## src/rtl/conv_window_feeder.sv

```systemverilog
`default_nettype none
// =============================================================================
// conv_window_feeder : raster pixel stream -> 3x3 windows for a single-MAC
// conv engine; optional `define RESULT_CLAMP_EN saturates results to [0,255].
// Revision: 1.0
// =============================================================================
module conv_window_feeder #(
  parameter int IMG_W = 8,
  parameter int IMG_H = 8
) (
  input  logic        clk,
  input  logic        rst,
  input  logic [7:0]  pix_in,
  input  logic        pix_valid,
  output logic        pix_ready,
  output logic [7:0]  win_0,
  output logic [7:0]  win_1,
  output logic [7:0]  win_2,
  output logic [7:0]  win_3,
  output logic [7:0]  win_4,
  output logic [7:0]  win_5,
  output logic [7:0]  win_6,
  output logic [7:0]  win_7,
  output logic [7:0]  win_8,
  output logic        conv_rst,
  input  logic [31:0] conv_result,
  input  logic        conv_done,
  output logic [31:0] res_data,
  output logic        res_valid,
  input  logic        res_ready,
  output logic        frame_done
);

  localparam int COL_W = $clog2(IMG_W);
  // Row briefly reaches IMG_H after the last pixel, until the final result drains.
  localparam int ROW_W = $clog2(IMG_H + 1);
  localparam logic [COL_W-1:0] COL_LAST = COL_W'(IMG_W - 1);
  localparam logic [COL_W-1:0] COL_TWO  = COL_W'(2);
  localparam logic [ROW_W-1:0] ROW_LAST = ROW_W'(IMG_H - 1);
  localparam logic [ROW_W-1:0] ROW_TWO  = ROW_W'(2);

  typedef enum logic [1:0] {
    FILL  = 2'd0,
    START = 2'd1,
    WAIT  = 2'd2,
    OUT   = 2'd3
  } state_t;

  state_t            state_q, state_d;
  logic [COL_W-1:0]  col_q, col_d;
  logic [ROW_W-1:0]  row_q, row_d;
  logic              last_q, last_d;
  logic [8:0][7:0]   win_q, win_d;
  logic [31:0]       res_data_q, res_data_d;
  logic              pix_ready_q, pix_ready_d;
  logic              conv_rst_q, conv_rst_d;
  logic              res_valid_q, res_valid_d;
  logic [7:0]        lb0_q [IMG_W];
  logic [7:0]        lb1_q [IMG_W];
  logic              accept;
  logic [31:0]       capture;

  assign accept = pix_valid & pix_ready_q;

  always_comb begin
`ifdef RESULT_CLAMP_EN
    if (conv_result[31])
      capture = 32'd0;
    else if (|conv_result[30:8])
      capture = 32'd255;
    else
      capture = {24'd0, conv_result[7:0]};
`else
    capture = conv_result;
`endif
  end

  always_comb begin
    state_d    = state_q;
    col_d      = col_q;
    row_d      = row_q;
    last_d     = last_q;
    win_d      = win_q;
    res_data_d = res_data_q;
    case (state_q)
      FILL: begin
        if (accept) begin
          win_d[0] = win_q[1];
          win_d[1] = win_q[2];
          win_d[2] = lb1_q[col_q];
          win_d[3] = win_q[4];
          win_d[4] = win_q[5];
          win_d[5] = lb0_q[col_q];
          win_d[6] = win_q[7];
          win_d[7] = win_q[8];
          win_d[8] = pix_in;
          if (col_q == COL_LAST) begin
            col_d = '0;
            row_d = row_q + ROW_W'(1);
          end else begin
            col_d = col_q + COL_W'(1);
          end
          if (row_q >= ROW_TWO && col_q >= COL_TWO) begin
            state_d = START;
            last_d  = (row_q == ROW_LAST) && (col_q == COL_LAST);
          end
        end
      end
      START: state_d = WAIT;
      WAIT: begin
        if (conv_done) begin
          res_data_d = capture;
          state_d    = OUT;
        end
      end
      OUT: begin
        if (res_ready) begin
          state_d = FILL;
          if (last_q) begin
            col_d  = '0;
            row_d  = '0;
            last_d = 1'b0;
          end
        end
      end
      default: state_d = FILL;
    endcase
    pix_ready_d = (state_d == FILL);
    conv_rst_d  = (state_d != WAIT);
    res_valid_d = (state_d == OUT);
  end

  always_ff @(posedge clk or posedge rst) begin
    if (rst) begin
      state_q     <= FILL;
      col_q       <= '0;
      row_q       <= '0;
      last_q      <= 1'b0;
      win_q       <= '0;
      res_data_q  <= '0;
      pix_ready_q <= 1'b0;
      conv_rst_q  <= 1'b1;
      res_valid_q <= 1'b0;
    end else begin
      state_q     <= state_d;
      col_q       <= col_d;
      row_q       <= row_d;
      last_q      <= last_d;
      win_q       <= win_d;
      res_data_q  <= res_data_d;
      pix_ready_q <= pix_ready_d;
      conv_rst_q  <= conv_rst_d;
      res_valid_q <= res_valid_d;
    end
  end

  // Line buffers carry no reset; rows 0 and 1 never form a window.
  always_ff @(posedge clk) begin
    if (accept) begin
      lb1_q[col_q] <= lb0_q[col_q];
      lb0_q[col_q] <= pix_in;
    end
  end

  assign pix_ready  = pix_ready_q;
  assign conv_rst   = conv_rst_q;
  assign res_data   = res_data_q;
  assign res_valid  = res_valid_q;
  assign frame_done = res_valid_q & res_ready & last_q;
  assign win_0 = win_q[0];
  assign win_1 = win_q[1];
  assign win_2 = win_q[2];
  assign win_3 = win_q[3];
  assign win_4 = win_q[4];
  assign win_5 = win_q[5];
  assign win_6 = win_q[6];
  assign win_7 = win_q[7];
  assign win_8 = win_q[8];

endmodule
`default_nettype wire

```

## config.mk

```make
export PLATFORM = sky130hd
export DESIGN_NAME = conv_window_feeder
export DESIGN_NICKNAME = d
export VERILOG_FILES = /design/src/rtl/conv_window_feeder.sv
export SDC_FILE = /design/constraint.sdc
export NUM_CORES = 1
export LEC_CHECK = 0
export BUFFER_PORTS_ARGS = -buffer_cell sky130_fd_sc_hd__buf_2
export CAP_MARGIN = 5
export CORE_MARGIN = 10
export CORE_UTILIZATION = 55
export DETAILED_ROUTE_END_ITERATION = 8
export PLACE_DENSITY = 0.79
export RECOVER_POWER = 50
export SYNTH_ARGS = -nofsm -noshare
export SYNTH_HDL_FRONTEND = slang
export SYNTH_SLANG_ARGS = --single-unit
export TNS_END_PERCENT = 10
```

## constraint.sdc

```tcl
create_clock -name clk -period 8.8 [get_ports clk]
set_input_delay 1.32 -clock clk [delete_from_list [all_inputs] [get_ports clk]]
set_output_delay 1.32 -clock clk [all_outputs]
set_load 0.02 [all_outputs]
```

==> Word level (Yosys, flattened, before mapping) <==
Memories as Yosys holds them, arrays and structs flattened. A register that Yosys moved wholly into a read port is not among the register bits.
Cells that the tools add are included.
Widths: inputs -> output; s select.
{ "word_totals": {"register_bits": 109, "ram_bits": 128, "in_bits": 45, "out_inout_bits": 108, "elab_cells": 68, "n_memories": 2} }
{ "op_classes": {"add_sub_neg": 2, "n_lt_le_gt_ge": 2, "eq_ne": 12, "muxes": 21, "n_bitwise": 3, "reduce_logical": 10} }
{ "mem_list": {"columns": ["memory", "depth", "width", "read_ports", "rd_ports_with_merged_regs", "wr", "line_no", "source"], "rows": [
  ["lb0_q", 8, 8, 1, 0, 1, "58", "logic [7:0] lb0_q [IMG_W];"],
  ["lb1_q", 8, 8, 1, 1, 1, "59", "logic [7:0] lb1_q [IMG_W];"]
]} }
{ "op_table": {"columns": ["op", "count"], "rows": [
  ["$mux 4", 4],
  ["$mux 3", 4],
  ["$ne 2x2->1 const B", 6],
  ["$mux 2", 4],
  ["$pmux 2 s4", 1],
  ["$pmux 4 s2", 1],
  ["$reduce_and 4->1", 2],
  ["$eq 2x2->1 const B", 3],
  ["$pmux 3 s2", 1],
  ["$mux 1", 5],
  ["$reduce_and 5->1", 1],
  ["$add 4x1->4 const B", 1],
  ["$eq 4x3->1 const B", 1],
  ["$ge 4x2->1 const B", 1],
  ["$logic_not 2->1", 2],
  ["$reduce_and 2->1", 2],
  ["$add 3x1->3 const B", 1],
  ["$and 1x1->1", 3],
  ["$eq 3x3->1 const B", 1],
  ["$ge 3x2->1 const B", 1],
  ["$eq 2x1->1 const B", 1],
  ["$logic_and 1x1->1", 2],
  ["$pmux 1 s2", 1],
  ["$reduce_bool 2->1", 1]
]} }

==> Depth between registers and ports, before layout <==
Gate-level depths: netlist (run 1).
{ "logic_depth": {"depth_word": 6, "depth_mapped": 8, "ltp_nobuf": 6} }

==> Worst setup path after synthesis (run 1) <==
No wires, ideal clock.
{ "synth_path": {"path_type": "input-to-reg", "startpoint": "input pix_valid", "endpoint": "memory lb0_q[0][0], enable pin", "arrival_time_ns": 2.594, "path_slack_ns": 5.797, "stages": 2, "n_path_buf": 0, "cell_sequence": "nand3_1 -> nor3_1"} }
{ "synth_between": {"elab_chain_cells": 3} }
{ "synth_lines": {"columns": ["item", "line_no", "source"], "rows": [
  ["start: declaration", "14", "input logic pix_valid,"],
  ["$and 1x1->1", "63", "assign accept = pix_valid & pix_ready_q;"],
  ["$mux 1", "159", "if (accept) begin"],
  ["$mux 1 (implied by the code)", "161", "lb0_q[col_q] <= pix_in;"],
  ["end: declaration", "58", null]
]} }
Every way passes these cells.

==> Worst setup path after layout (run 1) <==
{ "layout_path": {"startpoint": "register col_q[2]", "endpoint": "memory lb1_q[7][7], enable pin"} }
{ "layout_lines": {"columns": ["item", "line_no", "source"], "rows": [
  ["start: declaration", "50", "logic [COL_W-1:0] col_q, col_d;"],
  ["start signal: assignment", "146", "col_q <= col_d;"],
  ["end: declaration", "59", null]
]} }
Straight into the memory's write port.

==> flow_summary.json, run 1 <==
{
  "status": "finished with violations",
  "violations": "capacitance limit, slew limit",
  "cts_buffers": 23,
  "antenna_found_initial": 0,
  "portBuffers": 152,
  "setup_viol": 0,
  "r2r_cells": 4,
  "h-tree-depth": 1,
  "stdcell_count": 1083,
  "grt_pass1_wl_um": 32790,
  "clock-sinks": 245,
  "final_net_count": 891,
  "postCtsSetupRepairBufs": 0,
  "post_dp_cell_area_um2": 10520,
  "ctsHoldBuffers": 0,
  "critPathMaxFanout": 53,
  "start_util_pct": 55.60,
  "gp_congestion": 0.8078,
  "report.final.slew_viol_count": 210,
  "vias": 6013,
  "synth_edf_count": 128,
  "grt_overflow": 0,
  "rsz0062_at_grt": "no",
  "seq_area_frac_synth_pct": 70.92,
  "cp-endpoint": "lb1_q[7][7]",
  "synthFlopType": "edfxtp_1",
  "fmax_ghz": 0.1794,
  "root_buffer": "clkbuf_16",
  "drive_gt1_share_pct": 28.09,
  "area_growth_pct": 17.74,
  "cap_violations": 4,
  "skew_ns": 0.01692,
  "p_leak_nw": 4.856,
  "grt_max_degree": 81,
  "yosysWarningCount": 0,
  "wl_per_cell_um": 19.38,
  "clk_latency_ns": 0.51,
  "die_area_um2": 23040,
  "worstSetupStartpointType": "register",
  "fillCellCount": 1240,
  "drt_wl_total_um": 20990,
  "netlist_area_um2": 9550,
  "io_pins": 153,
  "slew_headroom_pct": -119.0,
  "grt_pass1_vias": 6127,
  "final_common_cell": "nand2_1",
  "synth_area_per_cell_um2": 13.92,
  "diodes": 0,
  "seq_area_um2": 6774,
  "r2r_end": "lb1_q[7][7]",
  "synth_nets": 736,
  "ant_nets": 0,
  "num_rows": 48,
  "multi_input_area_um2": 2540,
  "min_path_type": "reg2reg",
  "vias_per_cell": 5.552,
  "final_cell_mix": "180 x nand2_1, 142 x buf_2, 128 x edfxtp_1",
  "clock_path_buffers": 3,
  "ir_worst_vdd_mv": 0.2102,
  "dp_cells": 1041,
  "r2r_start": "col_q[2]",
  "die_w_um": 151.8,
  "power.density_nw_per_um2": 342.4,
  "end_kind": "register",
  "cts_tree": "done",
  "first_pass_iters": 5,
  "first_iter_violations": 422,
  "cp.arrival_ns": 5.69,
  "synth.distinct_cells": 52,
  "grtUsageTotal_pct": 17.94,
  "finalHoldViolCount": 0,
  "cts_resized": 0,
  "synthCells": 686,
  "required_ns": 8.91,
  "synthArstFlopShare_pct": 47.76,
  "worst_slew_pin_slew_ns": 3.285,
  "crit_start": "col_q[2]",
  "synth_seq_cells": 245,
  "critical_path_class": "reg2reg",
  "fin_crit_sh_pct": 63.35,
  "r2r_setup_slack_ns": 3.23,
  "clk_pin_slew_ns": 0.06,
  "fin_setup_tns_ns": 0,
  "fin_crit_ns": 5.575,
  "fin_area_um2": 11240,
  "die_h_um": 151.8,
  "drc_errors": 0,
  "hpwl_um": 13210,
  "core_um2": 17180
}
## kinds of logic (layout without fill, tap and decap cells)
logic type | after synthesis | in the layout | synth area share [%]
fa+ha+maj | 5 | 5 | 0.6551
flops | 245 | 245 | 70.92
mux | 84 | 84 | 9.695
buf+inv | 45 | 217 | 2.594
xor+xnor | 2 | 2 | 0.1834
simple gates | 229 | 229 | 9.917
compound gates | 76 | 76 | 6.040
## synthesized netlist by cell type (3+ instances only)
master / count / area [um2]
a22o_1: 7 / 61.31
o21ai_0: 8 / 40.04
nand3_1: 13 / 65.06
inv_1: 9 / 33.78
a21oi_1: 9 / 45.04
buf_4: 3 / 22.52
buf_2: 18 / 90.09
nand2_1: 179 / 671.9
nor2_1: 15 / 56.30
a22oi_1: 6 / 45.04
ha_1: 5 / 62.56
a211o_1: 7 / 61.31
edfxtp_1: 128 / 3844
o21ai_1: 3 / 15.01
mux2i_1: 34 / 340.3
nor3_1: 5 / 25.02
o211ai_1: 3 / 22.52
o32a_1: 3 / 30.03
mux2_2: 44 / 495.5
dfrtp_1: 116 / 2903
buf_6: 3 / 33.78
mux2_4: 3 / 45.04
clkbuf_1: 8 / 30.03
a211oi_1: 4 / 30.03
o221ai_1: 12 / 105.1
o21a_1: 6 / 45.04
## worst min path at each step
stage,depth (start not counted),slack (ns),end,start
detailed placement,2,0.46,win_6[3],win_6[3]
finish,2,0.47,win_3[6],win_3[6]
global placement,2,0.45,win_3[7],win_3[7]
CTS,2,0.47,win_0[5],win_0[5]
global route,2,0.48,win_3[3],win_3[3]
floorplan,2,0.50,last_q,last_q
## critical path, stage by stage (launching register included)
cell	delay (ns)
dfrtp_2	0.34
clkbuf_1	2.31
nand2_1	1.15
nor3_1	0.49
clkbuf_1	0.88
## power by group
| group | internal [mW] | switching, mW | total (mW) |
|---|---|---|---|
| Clock | 0.617 | 0.411 | 1.03 |
| Combinational | 0.406 | 0.748 | 1.15 |
| Sequential | 1.52 | 0.149 | 1.67 |
## routing by layer
layer  wire length [um]  part of all wire [%]  track usage (%)  vias to the layer above
li1                   -                     -                -                     2766
met1               8583                    41            23.23                     3028
met2              10730                    51            30.20                      176
met3               1233                   5.9            3.089                       43
met4                442                   2.1            5.720                        0
met5                  0                     0                0                        -
## area by class of cell
| class | instances | area share (%) |
|---|---|---|
| Clock buffer | 30 | 5.530 |
| Timing Repair Buffer | 165 | 7.322 |
| Tap cell | 225 | 2.504 |
| Clock inverter | 12 | 1.469 |
| Multi-Input combinational cell | 396 | 22.59 |
| Sequential cell | 245 | 60.24 |
| Inverter | 10 | 0.3449 |
## through the flow
stage          worst slack [ns]  utilization [%]  hold slack (ns)  total power [mW]
6_report                  3.225            65.46           0.4708             3.850
5_1_grt                   2.892            65.46           0.4837             4.029
4_1_cts                   5.726            65.83           0.4721             3.880
3_5_place_dp              5.726            61.25           0.4569             2.848
3_3_place_gp              5.745            61.25           0.4527             2.819
2_1_floorplan             4.381                -           0.4988             2.423
Power figures use the tool's default switching activity.
==> inputs of run 2 (changes only) <==
clock period = 5.8 ns   (was 8.8 ns; I/O delays follow)
==> flow_summary.json, run 2 (synthesized netlist as in run 1, its figures left out) <==
{
  "status": "finished with violations",
  "violations": "capacitance limit, slew limit",
  "final_core_util_pct": 65.60,
  "core_um2": 17180,
  "gp_congestion": 0.8630,
  "h-tree-depth": 1,
  "clk_pin_slew_ns": 0.06,
  "grt_pass1_wl_um": 33500,
  "fmax_ghz": 0.2708,
  "first_iter_violations": 446,
  "min_path_type": "reg2reg",
  "fin_crit_ns": 3.693,
  "power.density_nw_per_um2": 516.7,
  "final_common_cell": "nand2_1",
  "postCtsSetupRepairBufs": 0,
  "hpwl_um": 14280,
  "critical_path_class": "reg2reg",
  "cap_violations": 3,
  "cts_tree": "done",
  "dp_slack_ns": 3.005,
  "setup_viol": 0,
  "cts_buffers": 24,
  "drc_errors": 0,
  "worst_slack_ns": 2.107,
  "vias": 6028,
  "grt_pass1_vias": 6174,
  "wl_per_cell_um": 19.95,
  "use_met2_pct": 30.53,
  "grt_overflow": 0,
  "root_buffer": "clkbuf_16",
  "fin_crit_sh_pct": 63.67,
  "skew_ns": 0.01183,
  "vias_per_cell": 5.556,
  "report.final.slew_viol_count": 182,
  "required_ns": 6.21,
  "busiest_layer": "met2",
  "die_w_um": 151.8,
  "antenna_found_initial": 0,
  "clock-sinks": 245,
  "grt_max_degree": 81,
  "first_pass_iters": 5,
  "num_rows": 48,
  "critPathMaxFanout": 80,
  "cts_resized": 0,
  "start_util_pct": 55.60,
  "post_dp_cell_area_um2": 10520,
  "fin_area_um2": 11270,
  "io_pins": 153,
  "final_cell_mix": "179 x nand2_1, 128 x edfxtp_1, 118 x buf_2",
  "finalHoldViolCount": 0,
  "p_leak_nw": 4.825,
  "area_growth_pct": 17.99,
  "die_area_um2": 23040,
  "slew_headroom_pct": -102.3,
  "ctsHoldBuffers": 0,
  "diodes": 0,
  "end_kind": "register",
  "drt_wl_total_um": 21650,
  "holdWs_ns": 0.4709,
  "clk_latency_ns": 0.52,
  "final_net_count": 892,
  "worstSetupStartpointType": "register",
  "worst_slew_pin_slew_ns": 3.034,
  "drive_gt1_share_pct": 26.28,
  "grtUsageTotal_pct": 18.46,
  "die_h_um": 151.8,
  "dp_cells": 1040,
  "cp.arrival_ns": 4.10,
  "rsz0062_at_grt": "no",
  "total_power_mw": 5.822,
  "fin_setup_tns_ns": 0,
  "clock_path_buffers": 3,
  "portBuffers": 152,
  "ir_worst_vdd_mv": 0.3292,
  "use_met1_pct": 24.12,
  "stdcell_count": 1085,
  "gr-usage-met3_pct": 4.069,
  "ant_nets": 0
}
==> run 2: worst paths after layout <==
| check | cells after the start | from | slack, ns | end |
|---|---|---|---|---|
| worst max-delay path | 3 | state_q[1] | 2.11 | last_q |
| worst min-delay path | 2 | win_0[1] | 0.47 | win_0[1] |
| worst max register to register | 3 | state_q[1] | 2.11 | last_q |
| worst min register to register | 2 | win_0[1] | 0.47 | win_0[1] |
| max in group asynchronous | 3 | rst | 2.37 | win_0[7] |
| min in group asynchronous | 2 | rst | 1.20 | win_7[0] |
==> run 2: routing by layer <==
layer	share of wire, %	up-vias	routed length (um)
met5	0	-	0
met4	2.3	0	504
met2	50	195	10900
li1	-	2775	-
met3	6.1	36	1317
met1	41	3022	8927
==> run 2: power breakdown <==
| group | internal, mW | switching, mW | leakage [nW] |
|---|---|---|---|
| clock | 0.905 | 0.633 | 0.391 |
| combinational | 0.585 | 1.14 | 1.77 |
| sequential | 2.31 | 0.256 | 2.66 |
==> run 2: cell type report <==
class                      count  area [um2]
multi-input combinational    396        2566
timing repair buffer         165       813.3
fill                        1216        5908
sequential                   245        6773
clock inverter                12       125.1
tap                          225       281.5
clock buffer                  32       670.6
inverter                      10       38.79
==> run 2: critical path: stages (launching register included) <==
cell	delay [ns]
dfrtp_1	0.43
and4bb_1	2.36
o311ai_2	0.45
o31ai_1	0.35
==> inputs of run 3 (changes only) <==
ABC_AREA = 1   (was not set)
clock period = 3.7 ns   (was 5.8 ns; I/O delays follow)
==> flow_summary.json, run 3 <==
{
  "synth_nets": 926,
  "clock-sinks": 245,
  "fin_crit_ns": 2.489,
  "clock_path_buffers": 3,
  "synth.distinct_cells": 31,
  "antenna_found_initial": 0,
  "grt_pass1_vias": 6839,
  "seq_area_frac_synth_pct": 69.52,
  "report.final.slew_viol_count": 33,
  "power.density_nw_per_um2": 861.5,
  "worstPathCellList": "nor2_1, nand2_2, clkbuf_2, nand2_1, nand2_1, nand2_1, o31ai_1",
  "fillCellCount": 1292,
  "clk_pin_slew_ns": 0.06,
  "hpwl_um": 15540,
  "core_um2": 17360,
  "synthFlopType": "edfxtp_1",
  "synth_seq_cells": 245,
  "ctsHoldBuffers": 0,
  "end_kind": "register",
  "worst_slack_ns": 1.211,
  "wl_per_cell_um": 18.17,
  "p_leak_nw": 5.164,
  "crit_cells": 7,
  "cp_common_cell": "nand2_1",
  "fin_crit_sh_pct": 67.26,
  "drc_errors": 0,
  "synth.most_common_cell": "nand2_1",
  "cap_violations": 1,
  "root_buffer": "clkbuf_16",
  "seqPwrFrac_pct": 42.1,
  "power_switching_share_pct": 37.70,
  "violations": "capacitance limit, slew limit",
  "ir_worst_vdd_mv": 0.5982,
  "io_pins": 153,
  "vias": 6831,
  "cts_tree": "done",
  "intPower_mw": 6.163,
  "postCtsSetupRepairBufs": 0,
  "synth_commonest_cells": "238 x nand2_1, 128 x edfxtp_1, 116 x dfrtp_1",
  "gp_congestion": 0.8229,
  "synthCells": 876,
  "die_h_um": 153.1,
  "skew_ns": 0.02204,
  "grt_overflow": 0,
  "yosysWarningCount": 0,
  "setup_viol": 0,
  "synth_area_leader_cell": "edfxtp_1",
  "ant_nets": 0,
  "final_cell_mix": "238 x nand2_1, 128 x edfxtp_1, 116 x dfrtp_1",
  "cp_num_buf_inv": 1,
  "first_pass_iters": 5,
  "first_iter_violations": 521,
  "final_common_cell": "nand2_1",
  "h-tree-depth": 1,
  "cts_buffers": 24,
  "slowest_delay_ns": 0.73,
  "cts_resized": 0,
  "portBuffers": 152,
  "finalHoldViolCount": 0,
  "path_delay_family": "simple AND/OR/NAND/NOR gates",
  "worstSetupStartpointType": "register",
  "drive_gt1_share_pct": 17.95,
  "drt_wl_total_um": 23220,
  "synthArstFlopShare_pct": 47.76,
  "start_util_pct": 56.13,
  "total_power_mw": 9.892,
  "comb_power_share_pct": 33.2,
  "critPathMaxFanout": 72,
  "critical_path_class": "reg2reg",
  "fin_setup_tns_ns": 0,
  "fmax_ghz": 0.4018,
  "min_path_type": "in2async",
  "netlist.area_leader.share_pct": 39.46,
  "worst_path_max_delay_cell": "clkbuf_2",
  "status": "finished with violations",
  "die_area_um2": 23440,
  "switchingPower_mw": 3.729,
  "cp.arrival_ns": 2.82,
  "p_clk_share_pct": 24.7,
  "ys_top_cells_by_area": "edfxtp_1 39%, dfrtp_1 30%, nand2_1 9.2%",
  "required_ns": 4.03,
  "vias_per_cell": 5.345,
  "num_rows": 48,
  "grtUsageTotal_pct": 19.20,
  "die_w_um": 153.1,
  "final_net_count": 1085,
  "worst_slew_pin_slew_ns": 1.619,
  "diodes": 0,
  "slew_headroom_pct": -7.947,
  "grt_pass1_wl_um": 37000,
  "synth_area_per_cell_um2": 11.12,
  "dp_slack_ns": 1.497,
  "netlist_area_um2": 9742,
  "rsz0062_at_grt": "no",
  "holdWs_ns": 0.2211,
  "grt_max_degree": 75,
  "area_growth_pct": 17.87,
  "r2r_cells": 7,
  "synth_edf_count": 128,
  "clk_latency_ns": 0.53
}
==> run 3: layout make-up <==
class                   count  area (um2)  share of cell area [%]
clock buffers              37       737.0                   6.418
multi-input cells         485        2386                   20.78
repair buffers            169       810.8                   7.061
well taps                 225       281.5                   2.452
clock inverters             7       78.83                  0.6865
flip-flops and latches    245        6773                   58.98
inverters                 110       415.4                   3.618
==> run 3: worst paths after layout <==
path                                      from          end  slack, ns
worst min register to register        win_3[2]     win_3[2]       0.48
worst max register to register      state_q[0]     row_q[1]       1.21
worst max-delay path                state_q[0]     row_q[1]       1.21
min in group clk                conv_result[9]  res_data[9]       0.26
worst min-delay path                       rst     win_6[6]       0.22
max in group asynchronous                  rst  res_data[1]       1.88
==> run 3: layer usage <==
layer,up-vias,global-route usage [%],routed length [um]
met5,-,0,0
met4,0,5.540,505
met3,50,4.433,2127
met2,319,30.89,10840
met1,3271,25.53,9744
li1,3191,-,-
==> run 3: kinds of logic (layout without fill, tap and decap cells) <==
family	after synthesis	in the layout	share of synthesized area, %
simple gates	369	369	15.86
flops	245	245	69.52
xor+xnor	1	1	0.08992
buf+inv	146	323	5.959
mux	32	32	3.699
compound gates	78	78	4.226
fa+ha+maj	5	5	0.6422
==> run 3: per-stage QoR <==
stage               area (um2)  util, %  cells
CTS                      11570    66.69   1278
detailed placement       10760    61.99   1234
finish                   11480    66.15   1278
floorplan                 9742        -    876
global placement         10760    61.99   1234
global route             11480    66.15   1278
==> run 3: power groups by stage <==
stage	logic (mW)	clock network, mW	registers, mW
2_1_floorplan	1.54	0	4.80
3_3_place_gp	3.28	0	4.16
3_5_place_dp	3.36	0	4.20
4_1_cts	3.39	2.48	4.16
5_1_grt	3.62	2.60	4.25
6_report	3.28	2.45	4.16
